===== src/rtl/video_pkg.sv =====
// -----------------------------------------------------------------------------
// video_pkg
// Shared types and widths for the video path: row-fetch FSM states, row buffer
// address/data widths, SDRAM word address width and row index width, plus the
// helper that forms the SDRAM word address of a word within a display row.
// -----------------------------------------------------------------------------
package video_pkg;

   localparam int BUF_ADDR_W   = 9;
   localparam int BUF_DATA_W   = 16;
   localparam int SDRAM_ADDR_W = 24;
   localparam int ROW_IDX_W    = 11;

   typedef enum logic [1:0] {
      IDLE = 2'd0,
      REQ  = 2'd1,
      DATA = 2'd2
   } fetchState_t;

   // base + row*2^shift + word, wrapping modulo 2^SDRAM_ADDR_W.
   function automatic logic [SDRAM_ADDR_W-1:0] rowWordAddr(
      input logic [SDRAM_ADDR_W-1:0] base,
      input logic [ROW_IDX_W-1:0]    row,
      input int                      shift,
      input logic [SDRAM_ADDR_W-1:0] word
   );
      return base + (SDRAM_ADDR_W'(row) << shift) + word;
   endfunction

endpackage


===== src/rtl/edge_detect.sv =====
// -----------------------------------------------------------------------------
// edge_detect
// Registered rising-edge detector for a request level.
// Ports:
//   Clk    - clock
//   Reset  - asynchronous, active-high; clears the history register
//   Level  - request level input
//   Rise   - high in the cycle Level is 1 and was 0 the cycle before
// -----------------------------------------------------------------------------
module edge_detect (
   input  logic Clk,
   input  logic Reset,
   input  logic Level,
   output logic Rise
);

   logic levelQ;

   // NOTE: sequential state uses non-blocking (<=) so every flop samples the
   // pre-edge values of the others, regardless of block evaluation order.
   always_ff @(posedge Clk or posedge Reset) begin
      if (Reset) levelQ <= 1'b0;
      else       levelQ <= Level;
   end

   assign Rise = Level & ~levelQ;

endmodule


===== src/rtl/row_fetch_ctrl.sv =====
// -----------------------------------------------------------------------------
// row_fetch_ctrl
// Fetches one display row from SDRAM as a sequence of fixed-length read bursts
// and writes the returned words into the row buffer. A request arriving while a
// fetch is in progress sets the sticky Overrun flag; the newest row wins and
// the current row is abandoned at the next burst boundary.
// Optional feature macro: ROWFETCH_STATS_EN adds the saturating OverrunCount.
// Ports:
//   Clk, Reset             - clock; asynchronous active-high reset
//   GetRow, StartBuffer    - row index and request level from the video side
//   RdReq/RdAddr/RdAck     - SDRAM burst request handshake
//   RdData/RdValid         - SDRAM read data beats
//   BufferAddr/Data/Write  - row buffer write port (registered)
//   Busy                   - fetch in progress or pending
//   Overrun, ClearOverrun  - sticky late-request flag and its clear
//   OverrunCount           - overrun event counter (ROWFETCH_STATS_EN only)
// -----------------------------------------------------------------------------
module row_fetch_ctrl
   import video_pkg::*;
#(
   parameter int                      ROW_WORDS = 512,
   parameter int                      BURST_LEN = 8,
   parameter logic [SDRAM_ADDR_W-1:0] BASE_ADDR = 24'h000000
) (
   input  logic                    Clk,
   input  logic                    Reset,
   input  logic [ROW_IDX_W-1:0]    GetRow,
   input  logic                    StartBuffer,
   output logic                    RdReq,
   output logic [SDRAM_ADDR_W-1:0] RdAddr,
   input  logic                    RdAck,
   input  logic [BUF_DATA_W-1:0]   RdData,
   input  logic                    RdValid,
   output logic [BUF_ADDR_W-1:0]   BufferAddr,
   output logic [BUF_DATA_W-1:0]   BufferData,
   output logic                    BufferWrite,
   output logic                    Busy,
   output logic                    Overrun,
   input  logic                    ClearOverrun
`ifdef ROWFETCH_STATS_EN
   ,
   output logic [15:0]             OverrunCount
`endif
);

   localparam int ROW_SHIFT = $clog2(ROW_WORDS);
   localparam int WCNT_W    = $clog2(ROW_WORDS) + 1;
   localparam int BCNT_W    = (BURST_LEN > 1) ? $clog2(BURST_LEN) : 1;

   fetchState_t          state, nextState;
   logic                 reqEdge;
   logic                 Pend;
   logic [ROW_IDX_W-1:0] PendRow, CurRow;
   logic [WCNT_W-1:0]    WordCnt;
   logic [BCNT_W-1:0]    BeatCnt;
   logic                 lastBeat, rowDone, overrunEv;

   edge_detect uReqEdge (
      .Clk   (Clk),
      .Reset (Reset),
      .Level (StartBuffer),
      .Rise  (reqEdge)
   );

   assign lastBeat  = (state == DATA) && RdValid && (BeatCnt == BCNT_W'(BURST_LEN - 1));
   assign rowDone   = (WordCnt + 1'b1) == WCNT_W'(ROW_WORDS);
   assign RdReq     = (state == REQ);
   // Busy covers the final write strobe so it drops only after the last word
   // has actually landed in the row buffer.
   assign Busy      = (state != IDLE) || Pend || BufferWrite;
   assign overrunEv = reqEdge && Busy;

   always_ff @(posedge Clk or posedge Reset) begin
      if (Reset) state <= IDLE;
      else       state <= nextState;
   end

   // NOTE: nextState gets a default before the case so no path leaves it
   // unassigned, which would otherwise infer a latch.
   always_comb begin
      nextState = state;
      case (state)
         IDLE:    if (Pend) nextState = REQ;
         REQ:     if (RdAck) nextState = DATA;
         // A pending request aborts the row only at a burst boundary; the
         // in-flight burst is always drained first.
         DATA:    if (lastBeat) nextState = (rowDone || Pend) ? IDLE : REQ;
         default: nextState = IDLE;
      endcase
   end

   always_ff @(posedge Clk or posedge Reset) begin
      if (Reset) begin
         Pend        <= 1'b0;
         PendRow     <= '0;
         CurRow      <= '0;
         WordCnt     <= '0;
         BeatCnt     <= '0;
         RdAddr      <= '0;
         BufferAddr  <= '0;
         BufferData  <= '0;
         BufferWrite <= 1'b0;
      end else begin
         BufferWrite <= 1'b0;
         if (reqEdge) PendRow <= GetRow;
         // A new edge in the same cycle IDLE consumes Pend keeps it set.
         if (reqEdge)            Pend <= 1'b1;
         else if (state == IDLE) Pend <= 1'b0;

         case (state)
            IDLE: begin
               if (Pend) begin
                  CurRow  <= PendRow;
                  WordCnt <= '0;
                  RdAddr  <= rowWordAddr(BASE_ADDR, PendRow, ROW_SHIFT, '0);
               end
            end
            REQ: begin
               if (RdAck) BeatCnt <= '0;
            end
            DATA: begin
               if (RdValid) begin
                  BufferWrite <= 1'b1;
                  BufferAddr  <= BUF_ADDR_W'(WordCnt);
                  BufferData  <= RdData;
                  WordCnt     <= WordCnt + 1'b1;
                  BeatCnt     <= BeatCnt + 1'b1;
                  if (lastBeat)
                     RdAddr <= rowWordAddr(BASE_ADDR, CurRow, ROW_SHIFT,
                                           SDRAM_ADDR_W'(WordCnt + 1'b1));
               end
            end
            default: ;
         endcase
      end
   end

   // Set has priority over clear so a simultaneous late request is never lost.
   always_ff @(posedge Clk or posedge Reset) begin
      if (Reset)             Overrun <= 1'b0;
      else if (overrunEv)    Overrun <= 1'b1;
      else if (ClearOverrun) Overrun <= 1'b0;
   end

`ifdef ROWFETCH_STATS_EN
   always_ff @(posedge Clk or posedge Reset) begin
      if (Reset) begin
         OverrunCount <= '0;
      end else if (overrunEv) begin
         if (OverrunCount != 16'hFFFF) OverrunCount <= OverrunCount + 16'd1;
      end else if (ClearOverrun) begin
         OverrunCount <= '0;
      end
   end
`endif

endmodule


===== config.mk =====
export PLATFORM = sky130hd
export DESIGN_NAME = row_fetch_ctrl
export DESIGN_NICKNAME = d
export VERILOG_FILES = /design/src/rtl/video_pkg.sv /design/src/rtl/edge_detect.sv /design/src/rtl/row_fetch_ctrl.sv
export SDC_FILE = /design/constraint.sdc
export NUM_CORES = 1
export LEC_CHECK = 0
export CAP_MARGIN = 5
export CORE_ASPECT_RATIO = 1.1
export CORE_MARGIN = 5
export CORE_UTILIZATION = 30
export DETAILED_ROUTE_END_ITERATION = 7
export GPL_ROUTABILITY_DRIVEN = 0
export GPL_TIMING_DRIVEN = 0
export PLACE_DENSITY_LB_ADDON = 0.1
export SYNTH_ARGS = -nofsm -noshare
export SYNTH_HDL_FRONTEND = slang
export SYNTH_HIERARCHICAL = 1
export SYNTH_SLANG_ARGS = --single-unit

===== constraint.sdc =====
create_clock -name Clk -period 2.8 [get_ports Clk]
set_clock_uncertainty 0.15 [all_clocks]
set_input_delay 0.56 -clock Clk [delete_from_list [all_inputs] [get_ports Clk]]
set_output_delay 0.56 -clock Clk [all_outputs]
set_load 0.02 [all_outputs]

# Word level (Yosys, flattened, before mapping)
# Cells that the tools add are included.
# word_totals
reg_bits,90
in_bits,33
out_inout_bits,53
wordCells,65
# classes
n_addsub,4
eq_ne,8
mux,21
n_bitwise,2
reduce_logical,18
# ops
op,count
24-bit 2-to-1 mux,3
24-bit case mux with 2 select lines,1
20-bit by 11-bit adder with 21-bit output,1
10-bit 2-to-1 mux,2
10-bit case mux with 2 select lines,1
"10-bit by 1-bit adder with 11-bit output, second input constant",1
"10-bit by 1-bit adder with 10-bit output, second input constant",1
"10-bit equality test, second input constant",1
2-bit nonzero test,5
3-bit AND reduction,3
1-bit 2-to-1 mux,7
2-bit 2-to-1 mux,3
3-bit 2-to-1 mux,2
"2-bit != test, second input constant",3
2-bit case mux with 3 select lines,1
3-bit case mux with 2 select lines,1
2-bit AND reduction,2
4-bit AND reduction,1
"3-bit by 1-bit adder with 3-bit output, second input constant",1
"3-bit equality test, second input constant",1
1-bit logical AND,3
1-bit logical OR,3
"2-bit by 1-bit equality test with 1-bit output, second input constant",1
"2-bit equality test, second input constant",1
other kinds (4),4

# Depth between registers and ports, before layout
# Gate-level depths: netlist of run 1.
# depth
depth_word,6
mapped_depth,8
depth_no_buf,7

# Hierarchy
# Netlist of run 1, hierarchy kept.
# modules_own_cells
mod,instances,cells_each,area_per_inst_um2,seq_area_each_um2
row_fetch_ctrl,1,375,3870.0,2152.1
edge_detect,1,3,42.5,25.0

# Worst setup path after synthesis of run 1
# OpenSTA, ideal clock, no wires.
# synth_path
kind,reg2reg
from,reg WordCnt[9]
to,reg RdAddr[18]
setup_ns,0.132
t_arrival_ns,1.587
required_time_ns,2.518
path_slack_ns,0.931
path_stages_with_launch,7
path_buffers,0
synth_period_minus_slack_ns,1.869
cell_sequence,dfrtp_1 -> ha_1 -> and3_4 -> a41oi_4 -> o31a_1 -> nor3_1 -> o31ai_1
# synth_between
elab_chain_len,5
# synth_lines
item,line,rtl
start: declaration,row_fetch_ctrl.sv:54,logic [WCNT_W-1:0] WordCnt;
start signal: assignment,row_fetch_ctrl.sv:126,WordCnt <= WordCnt + 1'b1;
10-bit by 1-bit adder with 11-bit output,row_fetch_ctrl.sv:130,SDRAM_ADDR_W'(WordCnt + 1'b1));
20-bit by 11-bit adder with 21-bit output,video_pkg.sv:27,return base + (SDRAM_ADDR_W'(row) << shift) + word;
24-bit 2-to-1 mux,row_fetch_ctrl.sv:128,if (lastBeat)
24-bit 2-to-1 mux,row_fetch_ctrl.sv:122,if (RdValid) begin
24-bit case mux with 2 select lines,row_fetch_ctrl.sv:110,case (state)
end signal: assignment,row_fetch_ctrl.sv:115,"RdAddr <= rowWordAddr(BASE_ADDR, PendRow, ROW_SHIFT, '0);"
end signal: assignment,row_fetch_ctrl.sv:129,"RdAddr <= rowWordAddr(BASE_ADDR, CurRow, ROW_SHIFT,"
end: declaration,row_fetch_ctrl.sv:30,"output logic [SDRAM_ADDR_W-1:0] RdAddr,"
# No other way between the ends. The select of a mux whose other input is x is not followed.
# A chain may end at the register's enable or synchronous reset.

# Worst setup path in the final report of run 1
# layout_path
from,reg state[1]
to,out Busy
# layout_between
elab_chain_len,3
# layout_lines
item,line,rtl
start: declaration,row_fetch_ctrl.sv:50,"fetchState_t state, nextState;"
start signal: assignment,row_fetch_ctrl.sv:75,else state <= nextState;
2-bit nonzero test,row_fetch_ctrl.sv:70,assign Busy = (state != IDLE) || Pend || BufferWrite;
1-bit logical OR (2 in series),row_fetch_ctrl.sv:70,
end: declaration,row_fetch_ctrl.sv:37,"output logic Busy,"
# No other way between the ends.

==> impl_metrics.env, run 1 <==
export IMPL_status="finished, final reports clean"
export IMPL_grt_start_max_net_pins=39
export IMPL_dpl_cell_area_sq_um=4981
export IMPL_grt_pass1_vias=3172
export IMPL_synth_edf_count=0
export IMPL_worst_slew_pin_transition_ns=0.5834
export IMPL_io_pin_count=86
export IMPL_timing_critical_path_buf_inv=2
export IMPL_ctsHtreeMaxLevel=3
export IMPL_grt_ovfl_total=0
export IMPL_grt_pass1_wl_microns=15930
export IMPL_hold_class="input port to asynchronous set/reset pin"
export IMPL_synth_seq_cells=87
export IMPL_finalSetupTns_ns=0
export IMPL_most_common_cell_after_layout_fill_and_taps_aside="sky130_fd_sc_hd__nand2_1"
export IMPL_hpwl_microns=6971
export IMPL_cts_buffers=9
export IMPL_timing_critical_path_cells="buf_2 -> or4_1 -> clkdlybuf4s50_1"
export IMPL_cts_tree="done"
export IMPL_async_set_reset_flop_share_out_of_synthesis_pct=100.0
export IMPL_tritoncts_sink_count=87
export IMPL_cts_hold_buffers=0
export IMPL_grt_antenna_before_repair=0
export IMPL_final_period_util_pct=97.73
export IMPL_fmax_mhz=365.4
export IMPL_setup_worst_path_start_class="flop"
export IMPL_fin_crit_ns=2.736
export IMPL_critical_path_class="flop to primary output"
export IMPL_path_clk_slew_ns=0.06
export IMPL_clockBufferDepth=2
export IMPL_count_of_buffers_from_port_buffering=82
export IMPL_floorplan_initialDensity_pct=30.81
export IMPL_netlist_instances=378
export IMPL_grt_util_all_layers_pct=13.09
export IMPL_drv_max_cap_violation_count=0
export IMPL_slew_limit_headroom_pct=61.11
export IMPL_synth_top_flop_cell="sky130_fd_sc_hd__dfrtp_1"
export IMPL_floorplan_die_width_microns=118.9
export IMPL_synth_area_per_cell_sq_um=10.35
export IMPL_p_leak_nw=2.302
export IMPL_clock_latency_ns=0.34
export IMPL_antenna_cells=0
export IMPL_worstPathMaxFanout=10
export IMPL_clockRootBuffer="sky130_fd_sc_hd__clkbuf_16"
export IMPL_hold_viol=0
export IMPL_crit_path_top_delay_cell="sky130_fd_sc_hd__clkdlybuf4s50_1"
export IMPL_crit_family="buffers and inverters"
export IMPL_synthToLayoutAreaGrowth_pct=34.95
export IMPL_detailedRoute_firstIterationViolations=86
export IMPL_detail_route_first_pass_iterations=4
export IMPL_mostFrequentLayoutCells="sky130_fd_sc_hd__nand2_1 (99), sky130_fd_sc_hd__dfrtp_1 (87), sky130_fd_sc_hd__clkdlybuf4s50_1 (82)"
export IMPL_drive_above_1_share_pct=15.00
export IMPL_critical_path_arrival_ns=2.03
export IMPL_cpPeakStageDelay_ns=0.57
export IMPL_netlist_cell_type_count=49
export IMPL_fp_dieArea_sq_um=15430
export IMPL_final_fill_count=1270
export IMPL_power_mw=4.864
export IMPL_stdcell_area_sq_um=5280
export IMPL_vias_per_cell=4.667
export IMPL_dr_total_vias=2973
export IMPL_crit_end_element="primary output"
export IMPL_drc=0
export IMPL_peakVddDrop_uv=342.7
export IMPL_timing_final_ws_setup_ns=0.06357
export IMPL_yosys_warnings=6
export IMPL_wire_per_inst_microns=15.07
export IMPL_ys_seq_area_share_pct=55.64
export IMPL_netlist_area_sq_um=3913
export IMPL_place_ws_ns=0.2980
export IMPL_p_per_area_nw_per_um2=921.1
export IMPL_postCtsSetupRepairBufs=0
export IMPL_wirelength_microns=9601
export IMPL_post_cts_resized_instances=0
export IMPL_grt_setup_unrepaired="false"
export IMPL_die_h_microns=129.8
export IMPL_fin_nets=512
export IMPL_setup_viol=0
export IMPL_req_time_crit_path_ns=2.09
export IMPL_std_cell_rows=43
export IMPL_core_region_area_sq_um=12700
export IMPL_drv_slew=0
export IMPL_number_of_nets_with_antenna_violations_after_routing=0
==> cell families (layout without fill, tap and decap cells) <==
family | count (synthesis) | after routing | synth area share, %
and+or+nand+nor | 156 | 156 | 18.68
DFF | 87 | 87 | 55.64
other | 1 | 3 | 0.09585
adders and majority gates | 4 | 4 | 1.279
buffers and inverters | 26 | 126 | 3.230
AOI/OAI and AO/OA | 65 | 65 | 10.91
xor gates and xnor gates | 16 | 16 | 3.582
muxes | 23 | 23 | 6.588
==> through the flow <==
stage               utilization (%)  hold WS, ns  std cells
CTS                           41.58       0.2712        637
finish                        41.58       0.2839        637
detailed placement            39.23       0.3111        621
floorplan                         -       0.1387        380
global placement              38.91       0.3089        619
global route                  41.58       0.2977        637
==> area by class of cell <==
| cell class | count | area, sq um | share of cell area (%) |
|---|---|---|---|
| inverter | 5 | 22.52 | 0.4265 |
| clock inverter | 6 | 60.06 | 1.137 |
| clock buffer | 10 | 239.0 | 4.526 |
| buffer | 21 | 107.6 | 2.038 |
| timing repair buffer | 84 | 860.8 | 16.30 |
| sequential | 87 | 2177 | 41.23 |
| tap | 157 | 196.4 | 3.720 |
| multi-input combinational | 267 | 1617 | 30.62 |
==> path summary, 6_finish.rpt <==
kind,from,end,slack (ns),cells past startpoint
worst min-delay path,Reset,uReqEdge/levelQ$_DFF_PP0_,0.28,2
max in group asynchronous,Reset,RdAddr[0]$_DFFE_PP0P_,1.43,3
worst max register to register,BeatCnt[0]$_DFFE_PP0P_,RdAddr[10]$_DFFE_PP0P_,0.62,8
min in group Clk,BufferAddr[6]$_DFFE_PP0P_,BufferAddr[6]$_DFFE_PP0P_,0.32,2
worst max-delay path,state[1]$_DFFE_PP0P_,Busy,0.06,3
worst min register to register,BufferAddr[6]$_DFFE_PP0P_,BufferAddr[6]$_DFFE_PP0P_,0.32,2
==> power breakdown <==
part	internal (mW)	switching, mW	total, mW
sequential	1.62	0.282	1.90
clock	0.710	0.489	1.20
combinational	0.828	0.933	1.76
total	3.16	1.70	4.86
==> registers in the layout, summed over array words and instances (netlist names) <==
signal           flops
CurRow              11
PendRow             11
BufferData          16
state                2
BeatCnt              3
BufferWrite          1
BufferAddr           9
Overrun              1
WordCnt             10
uReqEdge/levelQ      1
Pend                 1
RdAddr              21
==> synthesized netlist by cell type, types with 3 or more instances <==
master | instances | area (sq um)
sky130_fd_sc_hd__a21oi_1 | 5 | 25.02
sky130_fd_sc_hd__a22oi_1 | 8 | 60.06
sky130_fd_sc_hd__and3_1 | 3 | 18.77
sky130_fd_sc_hd__buf_1 | 4 | 15.01
sky130_fd_sc_hd__buf_2 | 11 | 55.05
sky130_fd_sc_hd__buf_4 | 4 | 30.03
sky130_fd_sc_hd__dfrtp_1 | 87 | 2177
sky130_fd_sc_hd__ha_1 | 4 | 50.05
sky130_fd_sc_hd__inv_1 | 5 | 18.77
sky130_fd_sc_hd__mux2_2 | 22 | 247.7
sky130_fd_sc_hd__nand2_1 | 99 | 371.6
sky130_fd_sc_hd__nand2b_1 | 3 | 18.77
sky130_fd_sc_hd__nand3_1 | 7 | 35.03
sky130_fd_sc_hd__nor2_1 | 14 | 52.55
sky130_fd_sc_hd__nor2b_1 | 3 | 18.77
sky130_fd_sc_hd__nor3_1 | 5 | 25.02
sky130_fd_sc_hd__o21ai_0 | 32 | 160.2
sky130_fd_sc_hd__o21ai_1 | 4 | 20.02
sky130_fd_sc_hd__o31ai_1 | 5 | 37.54
sky130_fd_sc_hd__xnor2_1 | 13 | 113.9
sky130_fd_sc_hd__xor2_1 | 3 | 26.28
==> metal layers <==
| layer | vias to the layer above | track usage, % | wire length [microns] |
|---|---|---|---|
| met1 | 1447 | 15.85 | 4301 |
| li1 | 1478 | - | - |
| met2 | 37 | 22.58 | 4832 |
| met3 | 11 | 2.948 | 308 |
| met5 | - | 0 | 0 |
| met4 | 0 | 5.726 | 159 |
No activity file was read; power rests on OpenSTA's default activity.
==> run 2, diff against run 1 <==
--- a/config.mk
+++ b/config.mk
@@ -7,7 +7,7 @@
 export LEC_CHECK = 0
 export CAP_MARGIN = 5
 export CORE_ASPECT_RATIO = 1.1
-export CORE_MARGIN = 5
+export CORE_MARGIN = 10
 export CORE_UTILIZATION = 30
 export DETAILED_ROUTE_END_ITERATION = 7
 export GPL_ROUTABILITY_DRIVEN = 0
==> constraint.sdc (replaced) <==
create_clock -name Clk -period 2.8 [get_ports Clk]
set_clock_uncertainty 0.15 [all_clocks]
set_input_delay 0.7 -clock Clk [delete_from_list [all_inputs] [get_ports Clk]]
set_output_delay 0.7 -clock Clk [all_outputs]
set_load 0.02 [all_outputs]
==> run 2 against run 1 <==
  * Critical path depth unchanged
  * Combinational power about the same
  * Count of clock-buffer cells in the layout up 1
  * Total power up 1.7%
  * Wire length up 6.2%
  * Clock power up 6%
  * First-iteration DRC count up 71%
  * Critical path type unchanged
==> impl_metrics.env, run 2 (same netlist as run 1, synthesis figures left out) <==
export IMPL_status="finished, final reports clean"
export IMPL_register_area_sq_um=2177
export IMPL_detailedRoute_firstIterationViolations=147
export IMPL_grt_start_max_net_pins=39
export IMPL_critical_path_class="flop to primary output"
export IMPL_ctsHtreeMaxLevel=3
export IMPL_worst_r2r_cell_count=8
export IMPL_holdPathStages=2
export IMPL_most_common_cell_after_layout_fill_and_taps_aside="sky130_fd_sc_hd__nand2_1"
export IMPL_cpPeakStageDelay_ns=0.56
export IMPL_crit_end_element="primary output"
export IMPL_dr_total_vias=2994
export IMPL_power_mw=4.945
export IMPL_critical_path_depth=3
export IMPL_hold_class="flop to flop"
export IMPL_largest_reg_flops=21
export IMPL_drc=0
export IMPL_timing_final_ws_setup_ns=0.1351
export IMPL_wirelength_microns=10200
export IMPL_clock_latency_ns=0.34
export IMPL_timing_critical_path_cells="buf_2 -> or4_1 -> dlygate4sd2_1"
export IMPL_tritoncts_sink_count=87
export IMPL_fmax_mhz=375.2
export IMPL_peakVddDrop_uv=372.2
export IMPL_setup_viol=0
export IMPL_clockRootBuffer="sky130_fd_sc_hd__clkbuf_16"
export IMPL_io_pin_count=86
export IMPL_timing_critical_path_buf_inv=2
export IMPL_drv_max_cap_violation_count=0
export IMPL_grt_pass1_wl_microns=16590
export IMPL_number_of_nets_with_antenna_violations_after_routing=0
export IMPL_grt_antenna_before_repair=0
export IMPL_crit_family="simple AND/OR/NAND/NOR gates"
export IMPL_worstPathMaxFanout=10
export IMPL_cts_buffers=9
export IMPL_timing_hold_ws_ns=0.3208
export IMPL_floorplan_initialDensity_pct=30.81
export IMPL_fin_crit_ns=2.665
export IMPL_worst_slew_pin_transition_ns=0.5829
export IMPL_grt_ovfl_total=0
export IMPL_drv_slew=0
export IMPL_drive_above_1_share_pct=14.58
export IMPL_crit_path_top_delay_cell="sky130_fd_sc_hd__or4_1"
export IMPL_dpl_cell_area_sq_um=4981
export IMPL_vias_per_cell=4.700
export IMPL_cts_hold_buffers=0
export IMPL_p_leak_nw=2.311
export IMPL_registers_top_by_ff_count="RdAddr"
export IMPL_req_time_crit_path_ns=1.95
export IMPL_setup_worst_path_start_class="flop"
export IMPL_place_ws_ns=0.1841
export IMPL_p_per_area_nw_per_um2=933.9
export IMPL_floorplan_die_width_microns=128.9
export IMPL_detail_route_first_pass_iterations=4
export IMPL_layout_core_utilization_pct=41.70
export IMPL_path_clk_slew_ns=0.06
export IMPL_largest_registers="RdAddr: 21 flops, BufferData: 16 flops"
export IMPL_std_cell_rows=43
export IMPL_grt_pass1_vias=3106
export IMPL_slew_limit_headroom_pct=61.14
export IMPL_wire_per_inst_microns=16.01
export IMPL_grt_util_all_layers_pct=11.72
export IMPL_final_fill_count=1267
export IMPL_cts_tree="done"
export IMPL_fin_nets=512
export IMPL_fp_dieArea_sq_um=18010
export IMPL_multi_input_area_sq_um=1617
export IMPL_core_region_area_sq_um=12700
export IMPL_grt_setup_unrepaired="false"
export IMPL_clockBufferDepth=2
export IMPL_mostFrequentLayoutCells="sky130_fd_sc_hd__nand2_1 (99), sky130_fd_sc_hd__dfrtp_1 (87), sky130_fd_sc_hd__clkdlybuf4s50_1 (81)"
export IMPL_critical_path_arrival_ns=1.81
export IMPL_final_period_util_pct=95.18
export IMPL_die_h_microns=139.8
export IMPL_count_of_buffers_from_port_buffering=82
export IMPL_stdcell_area_sq_um=5295
export IMPL_synthToLayoutAreaGrowth_pct=35.34
export IMPL_hpwl_microns=7417
export IMPL_antenna_cells=0
export IMPL_hold_viol=0
## run 2: final cells by class
type	instances	area share (%)
well taps	157	3.710
multi-input cells	267	30.53
clock buffers	11	4.395
clock inverters	5	1.560
inverters	5	0.4253
plain buffers	21	2.032
repair buffers	84	16.23
flip-flops and latches	87	41.12
## run 2: per-layer routing
layer,GRT usage [%],wire [microns],up-vias
met4,4.314,141,0
met2,19.43,5112,46
met3,3.533,487,10
li1,-,-,1473
met5,0,0,-
met1,13.91,4455,1465
## run 2: final timing paths
| path | from | to | slack, ns |
|---|---|---|---|
| min reg2reg | BufferData[6]$_DFFE_PP0P_ | BufferData[6]$_DFFE_PP0P_ | 0.32 |
| max in group asynchronous | Reset | BufferData[6]$_DFFE_PP0P_ | 1.09 |
| min in group asynchronous | Reset | uReqEdge/levelQ$_DFF_PP0_ | 0.42 |
| max | state[1]$_DFFE_PP0P_ | Busy | 0.14 |
| max reg2reg | BeatCnt[0]$_DFFE_PP0P_ | RdAddr[10]$_DFFE_PP0P_ | 0.63 |
| min | BufferData[6]$_DFFE_PP0P_ | BufferData[6]$_DFFE_PP0P_ | 0.32 |
## run 2: per-stage QoR
| step | setup TNS (ns) | std cells |
|---|---|---|
| after floorplan | 0 | 380 |
| after global placement | -12.16 | 619 |
| after detailed placement | 0 | 621 |
| after CTS | 0 | 637 |
| after global routing | 0 | 637 |
| final | 0 | 637 |
## run 2: repair_timing
item | in CTS | in global routing
setup endpoints to repair | 1 | 0
buffers inserted | 0 | 0
gates resized for setup | 1 | 0
## run 2: power breakdown
part / leakage, nW / internal [mW] / total, mW / switching [mW]
sequential: 1.12 / 1.62 / 1.90 / 0.281
combinational: 1.04 / 0.824 / 1.77 / 0.946
clock: 0.154 / 0.784 / 1.27 / 0.490
## run 2: worst register-to-register path, cell delays in order (launching register included)
cell	delay, ns
sky130_fd_sc_hd__dfrtp_1	0.40
sky130_fd_sc_hd__ha_1	0.21
sky130_fd_sc_hd__ha_1	0.21
sky130_fd_sc_hd__nand2_1	0.08
sky130_fd_sc_hd__nor2_1	0.07
sky130_fd_sc_hd__nor2_2	0.40
sky130_fd_sc_hd__buf_2	0.36
sky130_fd_sc_hd__a22oi_1	0.11
sky130_fd_sc_hd__o21ai_0	0.09
